==> config.mk <==
export PLATFORM = sky130hd
export DESIGN_NAME = conv_encoder_k3
export DESIGN_NICKNAME = d
export VERILOG_FILES = /design/src/rtl/conv_encoder_k3.sv
export SDC_FILE = /design/constraint.sdc
export NUM_CORES = 1
export LEC_CHECK = 0
export ABC_CLOCK_PERIOD_IN_PS = 4800
export BUFFER_PORTS_ARGS = -buffer_cell sky130_fd_sc_hd__buf_4
export CORE_ASPECT_RATIO = 0.5
export CORE_UTILIZATION = 25
export DETAILED_ROUTE_END_ITERATION = 10
export SLEW_MARGIN = 20
export SYNTH_ARGS = -nofsm -noshare
export SYNTH_HDL_FRONTEND = slang
export SYNTH_SLANG_ARGS = --single-unit
export TNS_END_PERCENT = 5
==> constraint.sdc <==
create_clock -name clk_i -period 4.8 [get_ports clk_i]
set_input_delay 0.48 -clock clk_i [delete_from_list [all_inputs] [get_ports clk_i]]
set_output_delay 0.48 -clock clk_i [all_outputs]
set_load 0.03 [all_outputs]
==> src/rtl/conv_encoder_k3.sv <==
// -----------------------------------------------------------------------------
// conv_encoder_k3
// Rate-1/2, constraint-length-3 convolutional encoder. Takes a framed serial
// bit stream, optionally appends two zero tail bits per frame so the trellis
// terminates in state 00, and emits one 2-bit symbol {X,Y} per encoded bit
// through a valid/ready output stage.
//
// Ports:
//   clk_i        clock, rising edge
//   rst_i        asynchronous, active-high reset
//   bit_i        information bit
//   bit_valid_i  bit_i valid
//   bit_last_i   bit_i is the last bit of its frame
//   bit_ready_o  encoder accepts bit_i this cycle
//   sym_o        encoded symbol {X,Y}
//   sym_valid_o  sym_o valid
//   sym_last_o   sym_o is the final symbol of the frame
//   sym_ready_i  downstream accepts sym_o
//   busy_o       frame in progress or an output symbol pending
//   frame_len_o  symbol count of the last completed frame (saturating)
// -----------------------------------------------------------------------------
module conv_encoder_k3 #(
  parameter logic [2:0] G_X     = 3'b111,  // bit2 = u, bit1 = s0, bit0 = s1
  parameter logic [2:0] G_Y     = 3'b101,
  parameter bit         TAIL_EN = 1'b1,
  parameter int         CNT_W   = 16
) (
  input  logic             clk_i,
  input  logic             rst_i,
  input  logic             bit_i,
  input  logic             bit_valid_i,
  input  logic             bit_last_i,
  output logic             bit_ready_o,
  output logic [1:0]       sym_o,
  output logic             sym_valid_o,
  output logic             sym_last_o,
  input  logic             sym_ready_i,
  output logic             busy_o,
  output logic [CNT_W-1:0] frame_len_o
);

  typedef enum logic [1:0] {
    S_IDLE = 2'd0,
    S_DATA = 2'd1,
    S_TAIL = 2'd2
  } fsm_e;

  fsm_e             fsm_q, fsm_d;
  logic [1:0]       state_q, state_d;   // {s1, s0}; s0 is the most recent bit
  logic [1:0]       sym_d;
  logic             last_d;
  logic             tail_q, tail_d;     // 0 = first tail bit next, 1 = second
  logic [CNT_W-1:0] cnt_q;

  logic             out_free;
  logic             accept;
  logic             handshake;
  logic             load;
  logic             u;
  logic [2:0]       taps;
  logic [CNT_W-1:0] cnt_inc;

  // The output register may take a new symbol when empty or being drained.
  assign out_free    = !sym_valid_o || sym_ready_i;
  assign bit_ready_o = out_free && (fsm_q == S_IDLE || fsm_q == S_DATA);
  assign accept      = bit_valid_i && bit_ready_o;
  assign handshake   = sym_valid_o && sym_ready_i;
  assign busy_o      = (fsm_q != S_IDLE) || sym_valid_o;
  assign cnt_inc     = (cnt_q == '1) ? cnt_q : cnt_q + CNT_W'(1);

  // NOTE: every signal driven here gets a default first so no path can leave
  // it unassigned; otherwise synthesis infers a latch.
  always_comb begin
    fsm_d   = fsm_q;
    state_d = state_q;
    sym_d   = sym_o;
    last_d  = sym_last_o;
    tail_d  = tail_q;
    load    = 1'b0;
    u       = 1'b0;

    case (fsm_q)
      S_IDLE, S_DATA: begin
        if (accept) begin
          load = 1'b1;
          u    = bit_i;
          if (bit_last_i) begin
            if (TAIL_EN) begin
              fsm_d  = S_TAIL;
              tail_d = 1'b0;
            end else begin
              fsm_d  = S_IDLE;
            end
            last_d = !TAIL_EN;
          end else begin
            fsm_d  = S_DATA;
            last_d = 1'b0;
          end
        end
      end
      S_TAIL: begin
        // Tail bits are zeros pushed in whenever the output stage has room.
        if (out_free) begin
          load = 1'b1;
          if (tail_q) begin
            last_d = 1'b1;
            fsm_d  = S_IDLE;
          end else begin
            last_d = 1'b0;
            tail_d = 1'b1;
          end
        end
      end
      default: fsm_d = S_IDLE;
    endcase

    taps = {u, state_q[0], state_q[1]};
    if (load) begin
      sym_d   = {^(taps & G_X), ^(taps & G_Y)};
      // Every frame ends with the trellis back in 00, tail or no tail.
      state_d = (fsm_d == S_IDLE) ? 2'b00 : {state_q[0], u};
    end
  end

  // NOTE: registers are updated with non-blocking assignments so every flop
  // samples the pre-edge values regardless of statement order.
  always_ff @(posedge clk_i or posedge rst_i) begin
    if (rst_i) begin
      fsm_q       <= S_IDLE;
      state_q     <= 2'b00;
      tail_q      <= 1'b0;
      sym_o       <= 2'b00;
      sym_valid_o <= 1'b0;
      sym_last_o  <= 1'b0;
      cnt_q       <= '0;
      frame_len_o <= '0;
    end else begin
      fsm_q      <= fsm_d;
      state_q    <= state_d;
      tail_q     <= tail_d;
      sym_o      <= sym_d;
      sym_last_o <= last_d;

      if (load) begin
        sym_valid_o <= 1'b1;
      end else if (handshake) begin
        sym_valid_o <= 1'b0;
      end

      // A symbol loaded on the closing edge belongs to the next frame and
      // is counted when its own handshake happens.
      if (handshake) begin
        if (sym_last_o) begin
          frame_len_o <= cnt_inc;
          cnt_q       <= '0;
        end else begin
          cnt_q       <= cnt_inc;
        end
      end
    end
  end

endmodule

## Word-level counts from Yosys, hierarchy flattened

Index checks and enable logic that the tools add are counted.

- Output and inout port bits: 22
- Word-level logic and storage cells: 56
- Bits in registers: 41

- Reductions and logical operators: 18
- Equal/unequal tests: 6
- Muxes and demuxes: 23
- Add/subtract/negate cells: 1

Operator list:

| operator | number |
|---|---|
| 16-bit 2-to-1 mux | 2 |
| 16-bit by 1-bit adder with 16-bit output (second input constant) | 1 |
| 16-bit equality test (second input constant) | 1 |
| 1-bit 2-to-1 mux | 12 |
| 2-bit 2-to-1 mux | 5 |
| 2-bit != test (second input constant) | 3 |
| 1-bit one-hot mux with 2 select lines | 3 |
| 2-bit nonzero test | 3 |
| 3-bit XOR reduction | 2 |
| 2-bit logical NOT | 2 |
| 2-bit one-hot mux with 2 select lines | 1 |
| 4-bit AND reduction | 1 |
| 1-bit logical AND | 3 |
| 1-bit logical OR | 3 |
| 3-bit AND reduction | 1 |
| 2-bit by 1-bit equality test with 1-bit output (second input constant) | 1 |
| 2-bit equality test (second input constant) | 1 |
| 2-bit AND reduction | 1 |
| 2-bit OR reduction | 1 |
| 1-bit logical NOT | 1 |

## Longest topological paths before layout

Gate-level depths: netlist (run 1).

- Depth after elaboration: 8
- Depth in mapped cells: 6

## Worst setup path after synthesis (run 1)

No wires, ideal clock.

- Kind: register -> output
- From: register sym_valid_o
- To: output port bit_ready_o
- Data arrival time: 1.438 ns
- Buffers on the path: 1
- Stages on the path, launching flop included: 4
- Slack: 2.882 ns
- Path through: dfrtp_1 -> nand2b_1 -> clkbuf_1 -> nor2b_1

- Longest elaborated chain between the ends: 3

RTL lines:

| item | line | text |
|---|---|---|
| start, declared | 35 | `output logic sym_valid_o,` |
| start signal, assigned | 133 | `sym_valid_o <= 1'b0;` |
| start signal, assigned | 145 | `sym_valid_o <= 1'b1;` |
| start signal, assigned | 147 | `sym_valid_o <= 1'b0;` |
| 1-bit logical NOT | 64 | `assign out_free = !sym_valid_o \|\| sym_ready_i;` |
| 1-bit logical OR | 64 |  |
| 1-bit logical AND | 65 | `assign bit_ready_o = out_free && (fsm_q == S_IDLE \|\| fsm_q == S_DATA);` |
| end, declared | 33 | `output logic bit_ready_o,` |

No other way between the ends.

## Worst setup path in the final report (run 1)

- From: register cnt_q[0]
- To: register frame_len_o[8]

- Longest elaborated chain between the ends: 2
- Elaborated cells on any way between the ends: 3
- Classes of those cells: add/sub (1); eq/ne (1); mux (1)

RTL lines:

| item | line | text |
|---|---|---|
| start, declared | 53 | `logic [CNT_W-1:0] cnt_q;` |
| start signal, assigned | 157 | `cnt_q <= cnt_inc;` |
| 16-bit by 1-bit adder with 16-bit output or 16-bit equality test (tied branches) | 69 | `assign cnt_inc = (cnt_q == '1) ? cnt_q : cnt_q + CNT_W'(1);` |
| 16-bit 2-to-1 mux (*) | 69 |  |
| end signal, assigned | 154 | `frame_len_o <= cnt_inc;` |
| end, declared | 39 | `output logic [CNT_W-1:0] frame_len_o` |

Every way passes the cells marked *; elsewhere a longest branch is shown, timed or not.
A chain may end at the register's enable or synchronous reset.

==> results of run 1 <==
## cells by family (layout without fill, tap and decap cells)
kind of cell / after synthesis / after routing / share of synthesized area
AOI/OAI and AO/OA: 69 / 69 / 0.2047
buffers and inverters: 24 / 43 / 0.04831
xor gates and xnor gates: 8 / 8 / 0.03532
and+or+nand+nor: 108 / 108 / 0.2681
adders and majority gates: 1 / 1 / 0.005194
DFF: 41 / 41 / 0.4260
muxes: 3 / 3 / 0.01247
## per-layer routing
metal | GRT usage | part of all wire | wire (um)
met1 | 0.1670 | 0.49 | 2697
met2 | 0.1962 | 0.45 | 2472
met3 | 0.03209 | 0.045 | 246
met4 | 0.03261 | 0.0081 | 44
met5 | 0 | 0 | 0
## worst reg2reg max path: stages, from the launching register on
cell and delay [ns]:
dfrtp_1 0.52, ha_1 0.35, and4_1 0.45, nand4_4 0.25
and3_1 0.26, o31ai_1 0.27
## final cells by class
class,instances,share of cell area
inverters,7,0.009231
clock buffers,5,0.04396
multi-input cells,189,0.4457
repair buffers,28,0.07385
clock inverters,3,0.01538
well taps,117,0.05143
flip-flops and latches,41,0.3604
## metrics by stage
stage	cells	area [um2]	hold slack [ns]	worst slack (ns)	utilization
floorplan	254	2409	0.4822	2.882	-
global placement	382	2675	0.4656	2.443	0.2969
detailed placement	382	2675	0.4721	2.378	0.2969
CTS	390	2844	0.3500	2.359	0.3157
global route	390	2846	0.4015	2.362	0.3160
finish	390	2846	0.3272	2.584	0.3160
## power groups by stage
stage	combinational, W	sequential [W]	clock, W
after global routing	0.000923	0.000701	0.000418
after floorplan	0.000551	0.000717	0
after CTS	0.000836	0.000670	0.000401
after global placement	0.000826	0.000671	0
final	0.000827	0.000669	0.000390
after detailed placement	0.000832	0.000674	0
## worst paths after layout
check,from,to,slack (ns)
max,cnt_q[0]$_DFFE_PP0P_,frame_len_o[8]$_DFFE_PP0P_,2.58
min,rst_i,cnt_q[11]$_DFFE_PP0P_,0.33
max reg2reg,cnt_q[0]$_DFFE_PP0P_,frame_len_o[8]$_DFFE_PP0P_,2.58
min reg2reg,frame_len_o[0]$_DFFE_PP0P_,frame_len_o[0]$_DFFE_PP0P_,0.48
max in group asynchronous,rst_i,frame_len_o[14]$_DFFE_PP0P_,4.12
min in group clk_i,bit_last_i,fsm_q[0]$_DFF_PP0_,0.39
## registers in the layout, summed over array words and instances, names as in the netlist
signal,cells
fsm_q,2
sym_last_o,1
cnt_q,16
tail_q,1
state_q,2
sym_valid_o,1
frame_len_o,16
sym_o,2
## cells in the final DEF (no fill, tap or decap), types with 6 or more instances in the layout
| master | count |
|---|---|
| a31oi_1 | 10 |
| buf_4 | 28 |
| nor2_1 | 20 |
| dfrtp_1 | 41 |
| o21ai_0 | 15 |
| inv_1 | 6 |
| nand3_1 | 10 |
| nand2_1 | 37 |
| a21oi_1 | 11 |
==> results.md, run 1 <==
* Sw frac at 0.4479
* Ys flop type: dfrtp_1
* Top-count cell post-synth: dfrtp_1
* Synth unique cells at 49
* Die W at 140.8 um
* Hold crit path type: primary input to async pin
* Largest net degree at the start of global routing at 42
* Slew HR at 0.5683
* CP max stage delay at 0.52 ns
* Static Leak at 1.189 nW
* Post-DP HPWL at 3.850 mm
* Fillers at 946
* # resized after CTS at 0
* Pint at 0.001041 W
* Clock skew at 0.008166 ns
* Max Buffers Root-to-Sink at 2
* Clock sinks at 41
* Status: finished clean
* Post-Syn Area at 2409 um2
* Psw at 0.0008442 W
* Biggest area consumer among synthesized cells: dfrtp_1
* I/O pin cnt at 28
* # Max-Cap Violations at 0
* # diodes at 0
* CTS tree: yes
* RSZ-0062 raised after global routing: no
* Reg clk slew, reported paths at 0.06 ns
* CTS Hold Bufs at 0
* Syn nets at 261
* Pre-Repair DR Iteration Count at 4
* GPL Wtd Cong at 0.8487
* Starting density of the core at 0.2674
* Total GRT Usage at 0.1232
* Via Count at 1967
* Seq/Total Area, Yosys at 0.4260
* Period utilisation layout at 0.4618
* WL per Instance at 14.00 um
* Path depth of the worst reg2reg path at 5
* Clock share of power at 0.207
* Area grow syn2layout at 18.18%
* Top post-synthesis cells by area: dfrtp_1 43%, nand2_1 5.8%, nand4_4 3.5%
* Core Area at 9009 um2
* TNS Setup at 0 ns
* Port-buffer cells at 27
* Register bit count reported by yosys at 41
* Post-DRT Antenna Nets at 0
* First-pass GRT wire length at 9.680 mm
* Seq pwr share at 0.355
* Initial DRC count at 156
* Die H at 71.41 um
* Initial antenna violation count at 0
* Final nets at 279
* Vias/cell at 5.044
* Power Total at 0.001885 W
* CP Capture Type: flip-flop
* Final setup viols at 0
* WL final at 5.461 mm
* Cell Rows at 24
* Layout cells sized above 1 at 0.2051
* H-tree depth at 2
* Root Driver: clkbuf_16
* TritonCTS Buffers at 5
* Cell chain of the critical path: ha_1 > and4_1 > nand4_4 > and3_1 > o31ai_1
* Max Slew Vio Count at 0
* CP Class: flip-flop to flip-flop
* Peak supply drop at 202.3 uV
* PD cells at 662.1 nW/um2
* Worst path depth at 5
* Buffers & Inverters on Critical Path at 0
* Worst EP required at 4.97 ns
* Synth Instances at 254
* Setup bufs post-CTS at 0
* F_max at 451.2 MHz
* Number of global-route vias before repair at 1909
* Total area of sequential cells at 1026 um2
* Fin crit period at 2.216 ns
* EDFF count, synth at 0
* Syn avg cell area at 9.483 um2
* Endpoints failing hold at 0
* Synth Warn # at 0
* Combinational Power Share at 0.439
* Die area at 10050 um2
* Share of the synthesized area in the top cell type at 0.4260
* Multi-input gate area at 1269 um2
* Least-Margin Pin Slew at 0.6468 ns
* Asr flop ratio synth at 1.000
* Synth cell count leaders: 41 x dfrtp_1, 37 x nand2_1, 21 x nor2_1, 15 x o21ai_0, 11 x a21oi_1
* Later-pin clock latency in the skew report at 0.29 ns
* Crit path arrival time at 2.39 ns
* Worst-path fanout max at 9
* Worst path top cell family by delay: simple AND/OR/NAND/NOR gates
* Remaining routing DRC violations at 0
* Grt total ovfl at 0
* Cell type of the slowest stage on the worst timing path: dfrtp_1
* CP startpoint kind: flip-flop
Power figures use the tool's default switching activity.
==> run 2, diff against run 1 <==
- ABC_AREA: not set -> 1
- ABC_CLOCK_PERIOD_IN_PS: 4800 -> 2000
- clock period: 4.8 -> 2 ns (I/O delays scaled with it)
==> results.md, run 2 <==
* Status: finished clean
* TNS Setup at 0 ns
* H-tree depth at 2
* Area after DPL at 2514 um2
* Reg2reg end: cnt_q[2]$_DFFE_PP0P_
* Crit path arrival time at 1.80 ns
* Asr flop ratio synth at 1.000
* Clock skew at 0.003279 ns
* Reg clk slew, reported paths at 0.06 ns
* Starting density of the core at 0.2653
* Die W at 133.9 um
* Synth unique cells at 24
* TritonCTS Buffers at 5
* Synth Instances at 295
* Seq/Total Area, Yosys at 0.4715
* Top-count cell post-synth: nand2_1
* Cell Rows at 23
* Least-Margin Pin Slew at 0.5705 ns
* FF-to-FF Start: cnt_q[0]$_DFFE_PP0P_
* Max Buffers Root-to-Sink at 2
* # Max-Cap Violations at 0
* Biggest area consumer among synthesized cells: dfrtp_1
* Final setup viols at 0
* Worst hold slack at 0.05716 ns
* Layout cells sized above 1 at 0.1611
* GPL Wtd Cong at 0.8740
* Remaining routing DRC violations at 0
* Pre-Repair DR Iteration Count at 4
* Final nets at 335
* Clock sinks at 41
* Largest net degree at the start of global routing at 42
* Port-buffer cells at 27
* Syn avg cell area at 7.376 um2
* Number of global-route vias before repair at 1771
* First-pass GRT wire length at 8.293 mm
* Ys flop type: dfrtp_1
* WL per Instance at 10.99 um
* Peak supply drop at 357.1 uV
* Post-DP HPWL at 3.522 mm
* Power Total at 0.002692 W
* Period utilisation layout at 0.8158
* Largest registers: cnt_q: 16 flops, frame_len_o: 16 flops
* RSZ-0062 raised after global routing: no
* F_max at 612.9 MHz
* Worst EP required at 2.17 ns
* WL final at 4.847 mm
* # resized after CTS at 0
* Post-Syn Area at 2176 um2
* Max Slew Vio Count at 0
* CP Capture Type: flip-flop
* PD cells at 1008 nW/um2
* Worst-path fanout max at 15
* Die H at 67.97 um
* Path depth of the worst reg2reg path at 9
* Later-pin clock latency in the skew report at 0.28 ns
* Fin crit period at 1.632 ns
* Initial DRC count at 83
* R2r setup slk at 0.37 ns
* Register bit count reported by yosys at 41
* Grt total ovfl at 0
* Area grow syn2layout at 22.77%
* Synth Warn # at 0
* Top post-synthesis cells by area: dfrtp_1 47%, nand2_1 23%, nand3_1 6.2%
* Slew HR at 0.6192
* Static Leak at 1.485 nW
* EDFF count, synth at 0
* Final worst slack at 0.3684 ns
* Most frequent cells in the layout: 133 x nand2_1, 41 x dfrtp_1, 31 x buf_4
* Share of the synthesized area in the top cell type at 0.4715
* Setup WS pre-CTS at 0.3693 ns
* Die area at 9103 um2
* CTS Hold Bufs at 0
* Endpoints failing hold at 0
* Synth cell count leaders: 133 x nand2_1, 41 x dfrtp_1, 30 x inv_1, 27 x nand3_1, 20 x nor2_1
* I/O pin cnt at 28
* Commonest non-fill, non-tap cell in the layout: nand2_1
* Final Cell Area at 2671 um2
* Vias/cell at 4.218
* CP startpoint kind: flip-flop
* Root Driver: clkbuf_16
* Core Area at 8202 um2
* Hold crit path type: primary input to async pin
* CTS tree: yes
* # diodes at 0
* Syn nets at 302
* Post-DRT Antenna Nets at 0
* Via Count at 1860
* Total GRT Usage at 0.1161
* Setup bufs post-CTS at 0
* Initial antenna violation count at 0
* CP Class: flip-flop to flip-flop
==> run 2: area by class of cell <==
class                      count  area [um2]
tap                          112       140.1
multi-input combinational    217       993.5
fill                         903        5530
sequential                    41        1026
clock inverter                 1       5.005
inverter                      32       121.4
timing repair buffer          31       232.7
clock buffer                   7       152.6
==> run 2: per-layer routing <==
metal / vias up / global-route usage / wire (um)
met5: - / 0 / 0
met4: 0 / 0.03835 / 54
met3: 7 / 0.02444 / 158
met2: 29 / 0.1924 / 2120
met1: 846 / 0.1531 / 2514
li1: 978 / - / -
==> run 2: logic make-up (layout without fill, tap and decap cells) <==
| group | after synthesis | in the layout | share of synthesized area |
|---|---|---|---|
| simple gates | 198 | 198 | 0.3945 |
| buf+inv | 37 | 71 | 0.07187 |
| fa+ha+maj | 1 | 1 | 0.005750 |
| flops | 41 | 41 | 0.4715 |
| compound gates | 10 | 10 | 0.02415 |
| xor+xnor | 8 | 8 | 0.03220 |
==> run 2: worst max-delay path, cell delays in order (launching register included) <==
cell and delay (ns):
dfrtp_1 0.43, ha_1 0.30, inv_2 0.11, nor2_4 0.05
nand2_4 0.08, clkinv_2 0.08, nand2_4 0.18, o21ai_0 0.15
nand2_1 0.08, nand2_1 0.05
==> run 2: stage by stage <==
stage	std cells	util
after detailed placement	433	0.3065
after CTS	441	0.3257
after global routing	441	0.3257
after global placement	433	0.3065
after floorplan	295	-
final	441	0.3257
==> run 2: power breakdown <==
group	internal, W	switching [W]
Combinational	0.000261	0.000472
Clock	0.000528	0.000312
Sequential	0.000978	0.000141
Total	0.00177	0.000926
==> run 2: worst max-delay path by stage <==
| stage | start | endpoint | slack, ns | cells past startpoint |
|---|---|---|---|---|
| floorplan | sym_valid_o$_DFFE_PP0P_ | state_q[1]$_DFFE_PP0P_ | 0.40 | 7 |
| global placement | cnt_q[0]$_DFFE_PP0P_ | frame_len_o[2]$_DFFE_PP0P_ | 0.41 | 9 |
| detailed placement | cnt_q[0]$_DFFE_PP0P_ | frame_len_o[2]$_DFFE_PP0P_ | 0.37 | 9 |
| CTS | cnt_q[0]$_DFFE_PP0P_ | frame_len_o[2]$_DFFE_PP0P_ | 0.35 | 9 |
| global route | cnt_q[0]$_DFFE_PP0P_ | frame_len_o[2]$_DFFE_PP0P_ | 0.20 | 9 |
| finish | cnt_q[0]$_DFFE_PP0P_ | cnt_q[2]$_DFFE_PP0P_ | 0.37 | 9 |
==> run 3, diff against run 2 <==
- ABC_CLOCK_PERIOD_IN_PS: 2000 -> 1700
- clock period: 2 -> 1.7 ns (I/O delays scaled with it)
==> results.md, run 3 (synthesized netlist as in run 2, its figures left out) <==
* Crit path arrival time at 1.69 ns
* I/O pin cnt at 28
* Later-pin clock latency in the skew report at 0.28 ns
* # Max-Cap Violations at 0
* Commonest non-fill, non-tap cell in the layout: nand2_1
* Slew HR at 0.6417
* First-pass GRT wire length at 8.286 mm
* TritonCTS Buffers at 5
* Reg2reg end: cnt_q[0]$_DFFE_PP0P_
* Worst Setup SP: cnt_q[1]$_DFFE_PP0P_
* R2r setup slk at 0.19 ns
* FF-to-FF Start: cnt_q[1]$_DFFE_PP0P_
* Die W at 133.9 um
* Least-Margin Pin Slew at 0.5368 ns
* Root Driver: clkbuf_16
* Setup WS pre-CTS at 0.08522 ns
* Crit path to: cnt_q[0]$_DFFE_PP0P_
* Post-DRT Antenna Nets at 0
* Peak supply drop at 390.6 uV
* Vias/cell at 4.225
* RSZ-0062 raised after global routing: no
* Die H at 67.97 um
* Max Slew Vio Count at 0
* GPL Wtd Cong at 0.8580
* Final worst slack at 0.1940 ns
* Final nets at 336
* F_max at 664.0 MHz
* Area grow syn2layout at 22.37%
* Hold crit path type: primary input to async pin
* Layout cells sized above 1 at 0.1616
* Buffers & Inverters on Critical Path at 2
* Number of global-route vias before repair at 1774
* Worst EP required at 1.89 ns
* Largest net degree at the start of global routing at 42
* Pre-Repair DR Iteration Count at 4
* Starting density of the core at 0.2653
* Status: finished clean
* Remaining routing DRC violations at 0
* Fin crit period at 1.506 ns
* Cell type of the slowest stage on the worst timing path: dfrtp_1
* Worst path depth at 9
* Total GRT Usage at 0.1168
* Cell chain of the critical path: ha_2 > inv_2 > nor2_4 > nand2_4 > clkinv_2 > nand2_8 > nand2_1 > nand3_1 > o21ai_0
* Worst-path fanout max at 15
* Most frequent cells in the layout: 133 x nand2_1, 41 x dfrtp_1, 32 x buf_4
* Final setup viols at 0
* Static Leak at 1.457 nW
* Worst path top cell family by delay: simple AND/OR/NAND/NOR gates
* Grt total ovfl at 0
* H-tree depth at 2
* CTS tree: yes
* CP Capture Type: flip-flop
* Reg clk slew, reported paths at 0.05 ns
* TNS Setup at 0 ns
* WL final at 4.878 mm
* Post-DP HPWL at 3.539 mm
* Initial DRC count at 70
* Core Area at 8202 um2
* # diodes at 0
* Cell Rows at 23
* Initial antenna violation count at 0
* Path depth of the worst reg2reg path at 9
* Max Buffers Root-to-Sink at 2
* CP startpoint kind: flip-flop
* Period utilisation layout at 0.8859
* WL per Instance at 11.09 um
* Die area at 9103 um2
* CP max stage delay at 0.41 ns
* Largest registers: cnt_q: 16 flops, frame_len_o: 16 flops
* Endpoints failing hold at 0
* CTS Hold Bufs at 0
* PD cells at 1154 nW/um2
* Port-buffer cells at 27
* CP Class: flip-flop to flip-flop
* Clock sinks at 41
* Via Count at 1859
* Clock skew at 0.004623 ns
[run 3: cell count changes in the layout (fill, tap and decap cells not counted)]
cell / change
clkbuf_8: -2
nand2_8: +1
ha_2: +1
buf_4: +1
nand2_4: -1
ha_1: -1
[run 3: worst register-to-register path, delay by kind of cell, from the launching register on]
kind                       cells  cell delay (ns)
AOI/OAI and AO/OA              1             0.09
adders and majority gates      1             0.27
DFF                            1             0.41
buffers and inverters          2             0.16
and+or+nand+nor                5             0.48
[run 3: what timing repair did]
action	4_1_cts	5_1_grt
resized for setup	0	2
setup buffers	0	0
endpoints found under the setup margin	0	6
[run 3: where the power goes]
group	leakage [nW]	switching, W	internal, W
combinational	0.842	0.000576	0.000325
sequential	0.550	0.000157	0.00115
clock	0.0655	0.000340	0.000523
total	1.46	0.00107	0.00200
[run 3: cell type report]
type | instances | area (um2)
timing repair buffer | 32 | 240.2
multi-input combinational | 217 | 1005
clock buffer | 5 | 125.1
inverter | 32 | 121.4
fill | 869 | 5539
sequential | 41 | 1026
clock inverter | 1 | 5.005
tap | 112 | 140.1
[run 3: routing by layer]
metal	GRT usage	up-vias	wire length, um
met3	0.02444	7	158
met5	0	-	0
met1	0.1572	852	2561
li1	-	969	-
met2	0.1872	31	2096
met4	0.04261	0	62
[run 3: worst min path at each step]
stage                start                    endpoint
2_1_floorplan  bit_valid_i          fsm_q[0]$_DFF_PP0_
3_3_place_gp         rst_i  frame_len_o[0]$_DFFE_PP0P_
3_5_place_dp         rst_i  frame_len_o[1]$_DFFE_PP0P_
4_1_cts              rst_i  frame_len_o[1]$_DFFE_PP0P_
5_1_grt              rst_i        cnt_q[1]$_DFFE_PP0P_
6_report             rst_i  frame_len_o[1]$_DFFE_PP0P_
[run 3: metrics by stage]
step | std cells | total power (W) | utilization | hold slack (ns) | cell area [um2]
floorplan | 295 | 0.001905 | - | 0.2644 | 2176
global placement | 434 | 0.002219 | 0.3074 | 0.3453 | 2521
detailed placement | 434 | 0.002226 | 0.3074 | 0.3443 | 2521
CTS | 440 | 0.003115 | 0.3233 | 0.04832 | 2651
global route | 440 | 0.003283 | 0.3246 | 0.07856 | 2663
finish | 440 | 0.003072 | 0.3246 | 0.02017 | 2663
